File: src/rtl/readout_tx_pkg.sv
// Shared opcode, state and width definitions for the readout TX program sequencer.
package readout_tx_pkg;

  localparam int PC_WIDTH_DEF  = 11;
  localparam int OP_WIDTH      = 3;
  localparam int CNT_WIDTH_DEF = 16;

  localparam logic [OP_WIDTH-1:0] OP_NEXT    = 3'd0;
  localparam logic [OP_WIDTH-1:0] OP_JUMP    = 3'd1;
  localparam logic [OP_WIDTH-1:0] OP_SETLOOP = 3'd2;
  localparam logic [OP_WIDTH-1:0] OP_LOOP    = 3'd3;
  localparam logic [OP_WIDTH-1:0] OP_WAIT    = 3'd4;
  localparam logic [OP_WIDTH-1:0] OP_HALT    = 3'd5;

  typedef enum logic [1:0] {
    IDLE = 2'd0,
    RUN  = 2'd1,
    WAIT = 2'd2
  } seq_state_e;

endpackage

File: src/rtl/readout_tx_wait_timer.sv
// Down-counter for WAIT instructions: clear beats load beats decrement, saturates at zero.
module readout_tx_wait_timer #(
  parameter int CNT_WIDTH = 16
) (
  input  logic                 clk,
  input  logic                 rst,
  input  logic                 clr,
  input  logic                 load,
  input  logic [CNT_WIDTH-1:0] load_val,
  input  logic                 dec,
  output logic                 zero
);

  logic [CNT_WIDTH-1:0] cnt;

  always_ff @(posedge clk or posedge rst) begin
    if (rst)                     cnt <= '0;
    else if (clr)                cnt <= '0;
    else if (load)               cnt <= load_val;
    else if (dec && cnt != '0)   cnt <= cnt - 1'b1;
  end

  assign zero = (cnt == '0);

endmodule

File: src/rtl/readout_tx_seq.sv
// Readout TX program sequencer: decodes the instruction at PC and steers the PC register
// through sequential, jump, counted-loop, timed-wait and halt flow.
module readout_tx_seq #(
  parameter int PC_WIDTH  = readout_tx_pkg::PC_WIDTH_DEF,
  parameter int OP_WIDTH  = readout_tx_pkg::OP_WIDTH,
  parameter int CNT_WIDTH = readout_tx_pkg::CNT_WIDTH_DEF
) (
  input  logic                 clk,
  input  logic                 rst,
  input  logic                 start,
  input  logic [PC_WIDTH-1:0]  start_addr,
  input  logic                 abort,
  input  logic [PC_WIDTH-1:0]  PC,
  input  logic                 instr_valid,
  input  logic [OP_WIDTH-1:0]  instr_op,
  input  logic [PC_WIDTH-1:0]  instr_target,
  input  logic [CNT_WIDTH-1:0] instr_operand,
  output logic                 update_pc,
  output logic [PC_WIDTH-1:0]  next_PC,
  output logic                 busy,
  output logic                 done
);
  import readout_tx_pkg::*;

  seq_state_e           state;
  logic [CNT_WIDTH-1:0] loop_cnt;
  logic [PC_WIDTH-1:0]  pc_inc;
  logic                 tmr_clr, tmr_load, tmr_dec, tmr_zero;
  logic [CNT_WIDTH-1:0] tmr_val;

  assign pc_inc = PC + 1'b1;
  assign busy   = (state != IDLE);

  readout_tx_wait_timer #(.CNT_WIDTH(CNT_WIDTH)) u_wait_timer (
    .clk      (clk),
    .rst      (rst),
    .clr      (tmr_clr),
    .load     (tmr_load),
    .load_val (tmr_val),
    .dec      (tmr_dec),
    .zero     (tmr_zero)
  );

  // PC steering is Mealy so the PC register can take the new address on this same edge.
  always_comb begin
    update_pc = 1'b0;
    next_PC   = '0;
    tmr_clr   = 1'b0;
    tmr_load  = 1'b0;
    tmr_dec   = 1'b0;
    tmr_val   = '0;
    if (abort) begin
      tmr_clr = 1'b1;
    end else begin
      unique case (state)
        IDLE: if (start) begin
          update_pc = 1'b1;
          next_PC   = start_addr;
        end
        RUN: if (instr_valid) begin
          unique case (instr_op)
            OP_JUMP: begin
              update_pc = 1'b1;
              next_PC   = instr_target;
            end
            OP_LOOP: begin
              update_pc = 1'b1;
              next_PC   = (loop_cnt != '0) ? instr_target : pc_inc;
            end
            OP_WAIT: begin
              if (instr_operand == '0) begin
                update_pc = 1'b1;
                next_PC   = pc_inc;
              end else begin
                tmr_load = 1'b1;
                tmr_val  = instr_operand - 1'b1;
              end
            end
            OP_HALT: ;
            default: begin
              update_pc = 1'b1;
              next_PC   = pc_inc;
            end
          endcase
        end
        WAIT: begin
          if (tmr_zero) begin
            update_pc = 1'b1;
            next_PC   = pc_inc;
          end else begin
            tmr_dec = 1'b1;
          end
        end
        default: ;
      endcase
    end
  end

  always_ff @(posedge clk or posedge rst) begin
    if (rst) begin
      state    <= IDLE;
      loop_cnt <= '0;
      done     <= 1'b0;
    end else begin
      done <= 1'b0;
      if (abort) begin
        state <= IDLE;
      end else begin
        unique case (state)
          IDLE: if (start) state <= RUN;
          RUN: if (instr_valid) begin
            unique case (instr_op)
              OP_SETLOOP: loop_cnt <= instr_operand;
              OP_LOOP:    if (loop_cnt != '0) loop_cnt <= loop_cnt - 1'b1;
              OP_WAIT:    if (instr_operand != '0) state <= WAIT;
              OP_HALT: begin
                state <= IDLE;
                done  <= 1'b1;
              end
              default: ;
            endcase
          end
          WAIT: if (tmr_zero) state <= RUN;
          default: state <= IDLE;
        endcase
      end
    end
  end

endmodule

File: config.mk
export PLATFORM = sky130hd
export DESIGN_NAME = readout_tx_seq
export DESIGN_NICKNAME = d
export VERILOG_FILES = /design/src/rtl/readout_tx_pkg.sv /design/src/rtl/readout_tx_wait_timer.sv /design/src/rtl/readout_tx_seq.sv
export SDC_FILE = /design/constraint.sdc
export NUM_CORES = 1
export LEC_CHECK = 0
export BUFFER_PORTS_ARGS = -buffer_cell sky130_fd_sc_hd__buf_2
export CAP_MARGIN = 20
export CORE_AREA = 2 2 79 81
export DETAILED_ROUTE_END_ITERATION = 8
export DIE_AREA = 0 0 81 83
export PLACE_DENSITY_LB_ADDON = 0.05
export SYNTH_ARGS = -nofsm -noshare
export SYNTH_HDL_FRONTEND = slang
export SYNTH_SLANG_ARGS = --single-unit
File: constraint.sdc
create_clock -name clk -period 2.7 [get_ports clk]
set_clock_uncertainty 0.1 [all_clocks]
set_input_delay 0.27 -clock clk [delete_from_list [all_inputs] [get_ports clk]]
set_output_delay 0.27 -clock clk [all_outputs]
set_load 0.03 [all_outputs]
==> flow_metrics.tcl, run 1 <==
set metrics [dict create \
    critPathKind "flip-flop to output pin" \
    start_util_pct 53.7 \
    clock_path_buffers 2 \
    syn_area_mm2 0.00312 \
    via_per_inst 6.33 \
    first_global_vias 3296 \
    cellInternalPower_uw 1090 \
    drv_slew 0 \
    cp-start-kind "flip-flop" \
    power_density_mw_per_mm2 438 \
    pwr-share-clk_pct 21.8 \
    critical_path_buf_inv_count 3 \
    cp.required_ps 2330 \
    p_leak_uw 0.00168 \
    post-place-ws_ps 81.8 \
    design_area_mm2 0.00404 \
    syn-num-nets 439 \
    worstPathMaxFanout 6 \
    clk_pin_slew_ps 80 \
    synth_top_area_cell "dfrtp_1" \
    port_buffers 70 \
    antenna_left 0 \
    finalWeightedCongestion 0.927 \
    ys_seq_area_share_pct 28.1 \
    cap_violations 0 \
    crit_top_cell "buf_6" \
    min_path_type "primary input to flip-flop" \
    post_dp_cell_area_mm2 0.00360 \
    cpMaxStageDelayCell "or3b_4" \
    overflow 0 \
    grt_max_degree 26 \
    pwr-share-comb_pct 37.6 \
    synth_area_leaders "dfrtp_1 28%, nor2_1 5.2%, xnor2_1 4.5%, a22oi_1 3.8%, nor3_1 3.7%" \
    clkLatencyLatePin_ps 290 \
    routedWlPerCell_um 18.1 \
    num_vias 3457 \
    synthTopCellsByCount "43 x nor2_1, 35 x dfrtp_1, 23 x nor3_1" \
    die-area_mm2 0.00672 \
    fin_crit_ps 2690 \
    layout_worst_path_cycle_share_pct 99.6 \
    worst_setup_path_end_kind "output pin" \
    peakVddDrop_v 0.000319 \
    routed_wl_um 9880 \
    n_antenna_cell 0 \
    critical_path_arrival_ps 2320 \
    cts_sinks 35 \
    async_flop_share_pct 100 \
    die_x_um 81 \
    synth_ff_type "dfrtp_1" \
    rows 28 \
    rsz0062_at_grt "true" \
    yosys_warnings 0 \
    synthCells 377 \
    synth_edf_count 0 \
    root_buffer "clkbuf_8" \
    path_cells "inv_1 -> ha_2 -> or3b_4 -> nor2_4 -> nand4_1 -> buf_6 -> a2bb2oi_4 -> o22ai_2 -> buf_6" \
    area_growth_pct 29.6 \
    grt_pass1_wl_um 15800 \
    firstDrtPassIters 4 \
    h-tree-depth 2 \
    route.detailed.drc 0 \
    fillers 486 \
    cts_buffers 5 \
    synth_top_area_share_pct 28.1 \
    worst_slew_pin_slew_ps 641 \
    ios 71 \
    syn_area_per_cell_um2 8.28 \
    yosys_register_bits 35 \
    hold_viol 0 \
    nNetsFinal 532 \
    slew_headroom_pct 57.0 \
    fp.dieH_um 83 \
    crit_family "simple AND/OR/NAND/NOR gates" \
    p_sw_share_pct 38.4 \
    hpwl_um 6860 \
    p_sw_uw 680 \
    synth.distinct_cells 71 \
    fin_ws_ps 9.68 \
    track_usage_pct 29.1 \
    drive_gt1_share_pct 32.5 \
    cts_tree "built" \
    status "completed" \
    maxClockFrequency_mhz 372 \
    antenna_found_initial 0 \
    coreArea_mm2 0.00582 \
    drt_iter0_drc 198 \
    final-setup-viol-count 0 \
    yosysMostFrequentCell "nor2_1" \
    sequentialPowerShare_pct 40.6 \
    critPathMaxStageDelay_ps 400 \
]
power groups by stage:
stage | sequential (uW) | clock (uW) | combinational, uW
finish | 719 | 386 | 665
floorplan | 691 | 0 | 387
global route | 733 | 413 | 722
global placement | 712 | 0 | 560
CTS | 710 | 391 | 615
detailed placement | 715 | 0 | 568
metal layers:
metal / share of wire (%) / vias to the layer above / GRT usage (%)
met5: 0 / - / 0
met4: 1.4 / 0 / 7.86
met3: 4.8 / 13 / 5.76
met2: 50 / 114 / 47.5
met1: 44 / 1670 / 38.7
li1: - / 1660 / -
worst register-to-register path: cells and delay by family, from the launching register on:
family                 cells  cell delay (ps)
DFF                        1              390
and+or+nand+nor            2             1130
buffers and inverters      1              150
AOI/OAI and AO/OA          3              630
flip-flops by register name, summed over array words and instances (netlist names):
signal,count
done,1
u_wait_timer.cnt,16
state,2
loop_cnt,16
layout by cell type, fill, tap and decap left out, drive strengths merged, types with 3 or more instances in the layout:
cell,synthesis,final
buf,9,100
a2bb2oi,2,3
a22oi,16,16
and2,3,3
or3,3,3
nor3b,5,5
a31oi,9,9
nand3,8,8
o21ba,3,3
inv,19,19
o22a,8,8
or4,6,6
nand4,11,11
nor3,23,23
o211ai,3,3
o21ai,12,12
dfrtp,35,35
a31o,3,3
o221a,4,4
a21oi,19,19
nor4,12,12
clkbuf,8,7
nor2b,4,4
o21a,4,4
nand2,13,13
a211oi,5,5
ha,5,5
o22ai,17,17
and4,3,3
nand2b,5,5
xor2,6,6
a21o,3,3
xnor2,16,16
nor2,44,44
cell type report:
class | count | area, um2 | share of cell area (%)
Tap cell | 75 | 93.8 | 2.32
Timing Repair Buffer | 101 | 642 | 15.9
Multi-Input combinational cell | 308 | 2280 | 56.3
Inverter | 19 | 71.3 | 1.76
Clock inverter | 1 | 5.00 | 0.124
Clock buffer | 7 | 76.3 | 1.89
Sequential cell | 35 | 877 | 21.7
stage by stage:
| stage | utilization (%) | setup TNS, ps | cells | total power, uW | hold WS (ps) |
|---|---|---|---|---|---|
| 6_report | 69.5 | 0 | 546 | 1770 | 240 |
| 3_5_place_dp | 62.0 | 0 | 522 | 1280 | 409 |
| 3_3_place_gp | 62.0 | 0 | 522 | 1270 | 400 |
| 2_1_floorplan | - | 0 | 377 | 1080 | 324 |
| 5_1_grt | 69.5 | -447 | 546 | 1870 | 245 |
| 4_1_cts | 66.0 | 0 | 539 | 1720 | 147 |
path summary, 6_finish.rpt:
kind	start	endpoint	slack, ps	cells past startpoint
setup / recovery	u_wait_timer.cnt[0]	next_PC[0]	10	9
hold / removal	instr_operand[5]	loop_cnt[5]	240	3
setup reg to reg	u_wait_timer.cnt[0]	u_wait_timer.cnt[13]	240	6
hold reg to reg	loop_cnt[11]	loop_cnt[11]	420	1
max in group asynchronous	rst	done	1620	5
min in group asynchronous	rst	u_wait_timer.cnt[13]	320	3
kinds of logic after synthesis:
kind of cell / count (synthesis) / share of synthesized area, %
and+or+nand+nor: 148 / 27.6
AOI/OAI and AO/OA: 131 / 31.0
xor gates and xnor gates: 22 / 6.17
DFF: 35 / 28.1
adders and majority gates: 5 / 2.00
buffers and inverters: 36 / 5.09
repair_timing:
action	4_1_cts	5_1_grt
gates cloned	2	0
setup buffers	7	5
hold buffers	0	1
setup endpoints to repair	11	12
pin swaps	7	10
resized for setup	17	30
hold endpoints to repair	0	3
No activity file was read; power rests on OpenSTA's default activity.
==> run 2: changes to the inputs <==
Settings changed: CORE_AREA 2 2 79 81 to 3 3 80 82, DIE_AREA 0 0 81 83 to 0 0 83 85.
==> flow_metrics.tcl, run 2 (same netlist as run 1, synthesis figures left out) <==
set metrics [dict create \
    track_usage_pct 27.0 \
    status "completed" \
    grt_max_degree 34 \
    finalWeightedCongestion 0.898 \
    critPathKind "flip-flop to output pin" \
    root_buffer "clkbuf_8" \
    area_growth_pct 31.0 \
    drt_iter0_drc 261 \
    maxClockFrequency_mhz 377 \
    cts_buffers 5 \
    antenna_left 0 \
    reg.largest.list "loop_cnt: 16 flops, u_wait_timer.cnt: 16 flops, state: 2 flops" \
    power_density_mw_per_mm2 471 \
    cap_violations 0 \
    clkLatencyLatePin_ps 310 \
    final_common_cell "buf_2" \
    drive_gt1_share_pct 33.8 \
    die_x_um 83 \
    fin_ws_ps 44.4 \
    routed_wl_um 10100 \
    ios 71 \
    final-setup-viol-count 0 \
    coreArea_mm2 0.00582 \
    post_dp_cell_area_mm2 0.00361 \
    first_global_vias 3349 \
    rsz0062_at_grt "true" \
    worstPathMaxFanout 6 \
    reg2reg_depth 7 \
    p_leak_uw 0.00172 \
    critical_path_arrival_ps 2290 \
    cts_tree "built" \
    cts_sinks 35 \
    final_core_util_pct 70.3 \
    rows 28 \
    route.detailed.drc 0 \
    start_util_pct 53.7 \
    firstDrtPassIters 7 \
    num_vias 3512 \
    cp.required_ps 2330 \
    clock_path_buffers 2 \
    design_area_mm2 0.00409 \
    n_antenna_cell 0 \
    power.total_uw 1930 \
    via_per_inst 6.40 \
    drv_slew 0 \
    nNetsFinal 535 \
    hold_viol 0 \
    routedWlPerCell_um 18.4 \
    post-place-ws_ps 88.5 \
    hpwl_um 6940 \
    min_path_type "primary input to flip-flop" \
    worst_setup_path_end_kind "output pin" \
    clk_pin_slew_ps 80 \
    fp.dieH_um 85 \
    grt_pass1_wl_um 15800 \
    fillers 496 \
    hold_depth 3 \
    port_buffers 70 \
    cp-start-kind "flip-flop" \
    slew_headroom_pct 58.0 \
    layout_worst_path_cycle_share_pct 98.4 \
    worst_slew_pin_slew_ps 625 \
    overflow 0 \
    peakVddDrop_v 0.000396 \
    h-tree-depth 2 \
    antenna_found_initial 0 \
    die-area_mm2 0.00706 \
    layout_common_cells "59 x buf_2, 42 x nor2_1, 39 x buf_4" \
    fin_crit_ps 2660 \
]
## run 2: cell types whose count changed in the layout (fill, tap and decap cells not counted), sizes merged
cell    previous run  this run
buf              100       102
bufinv             0         1
## run 2: worst paths after layout
kind	start	slack, ps	endpoint
min in group asynchronous	rst	410	u_wait_timer.cnt[11]
max in group asynchronous	rst	1350	loop_cnt[7]
setup / recovery	loop_cnt[7]	40	next_PC[1]
hold / removal	instr_operand[1]	210	loop_cnt[1]
setup reg to reg	u_wait_timer.cnt[1]	180	u_wait_timer.cnt[13]
hold reg to reg	loop_cnt[11]	430	loop_cnt[11]
## run 2: layout make-up
| type | instances | area [um2] | area share [%] |
|---|---|---|---|
| Multi-Input combinational cell | 308 | 2270 | 55.5 |
| Sequential cell | 35 | 877 | 21.5 |
| Timing Repair Buffer | 104 | 659 | 16.1 |
| Tap cell | 75 | 93.8 | 2.30 |
| Clock buffer | 6 | 82.6 | 2.02 |
| Inverter | 19 | 71.3 | 1.75 |
| Clock inverter | 2 | 35.0 | 0.857 |
## run 2: per-stage QoR
| step | TNS [ps] | hold WS (ps) | cells |
|---|---|---|---|
| 5_1_grt | -276 | 233 | 549 |
| 3_5_place_dp | 0 | 219 | 521 |
| 3_3_place_gp | 0 | 213 | 521 |
| 2_1_floorplan | 0 | 324 | 377 |
| 4_1_cts | -3.50 | 218 | 539 |
| 6_report | 0 | 213 | 549 |
## run 2: report_power, final
part,leakage (uW),switching [uW],internal (uW),total [uW]
registers,0.000452,112,605,718
logic,0.00121,369,317,686
clock network,0.0000612,224,299,523
total,0.00172,705,1220,1930
## run 2: layer usage
metal / routed length, um / vias to the layer above / global-route usage (%)
li1: - / 1661 / -
met2: 4950 / 153 / 46.6
met4: 284 / 0 / 11.6
met1: 4280 / 1666 / 32.9
met3: 585 / 32 / 5.24
met5: 0 / - / 0
## run 2: critical path: stages, from the launching register on
cell	delay, ps
dfrtp_2	460
nor4_4	350
nand3_4	150
o41a_1	510
a22oi_1	230
o22ai_2	130
buf_6	150
## run 2: repair_timing
item                       4_1_cts  5_1_grt
pin swaps                        6       10
resized for setup               18       32
hold buffers                     1        0
buffers inserted                 7       10
hold endpoints to repair        12        0
gates cloned                     2        0
setup endpoints to repair       11       12
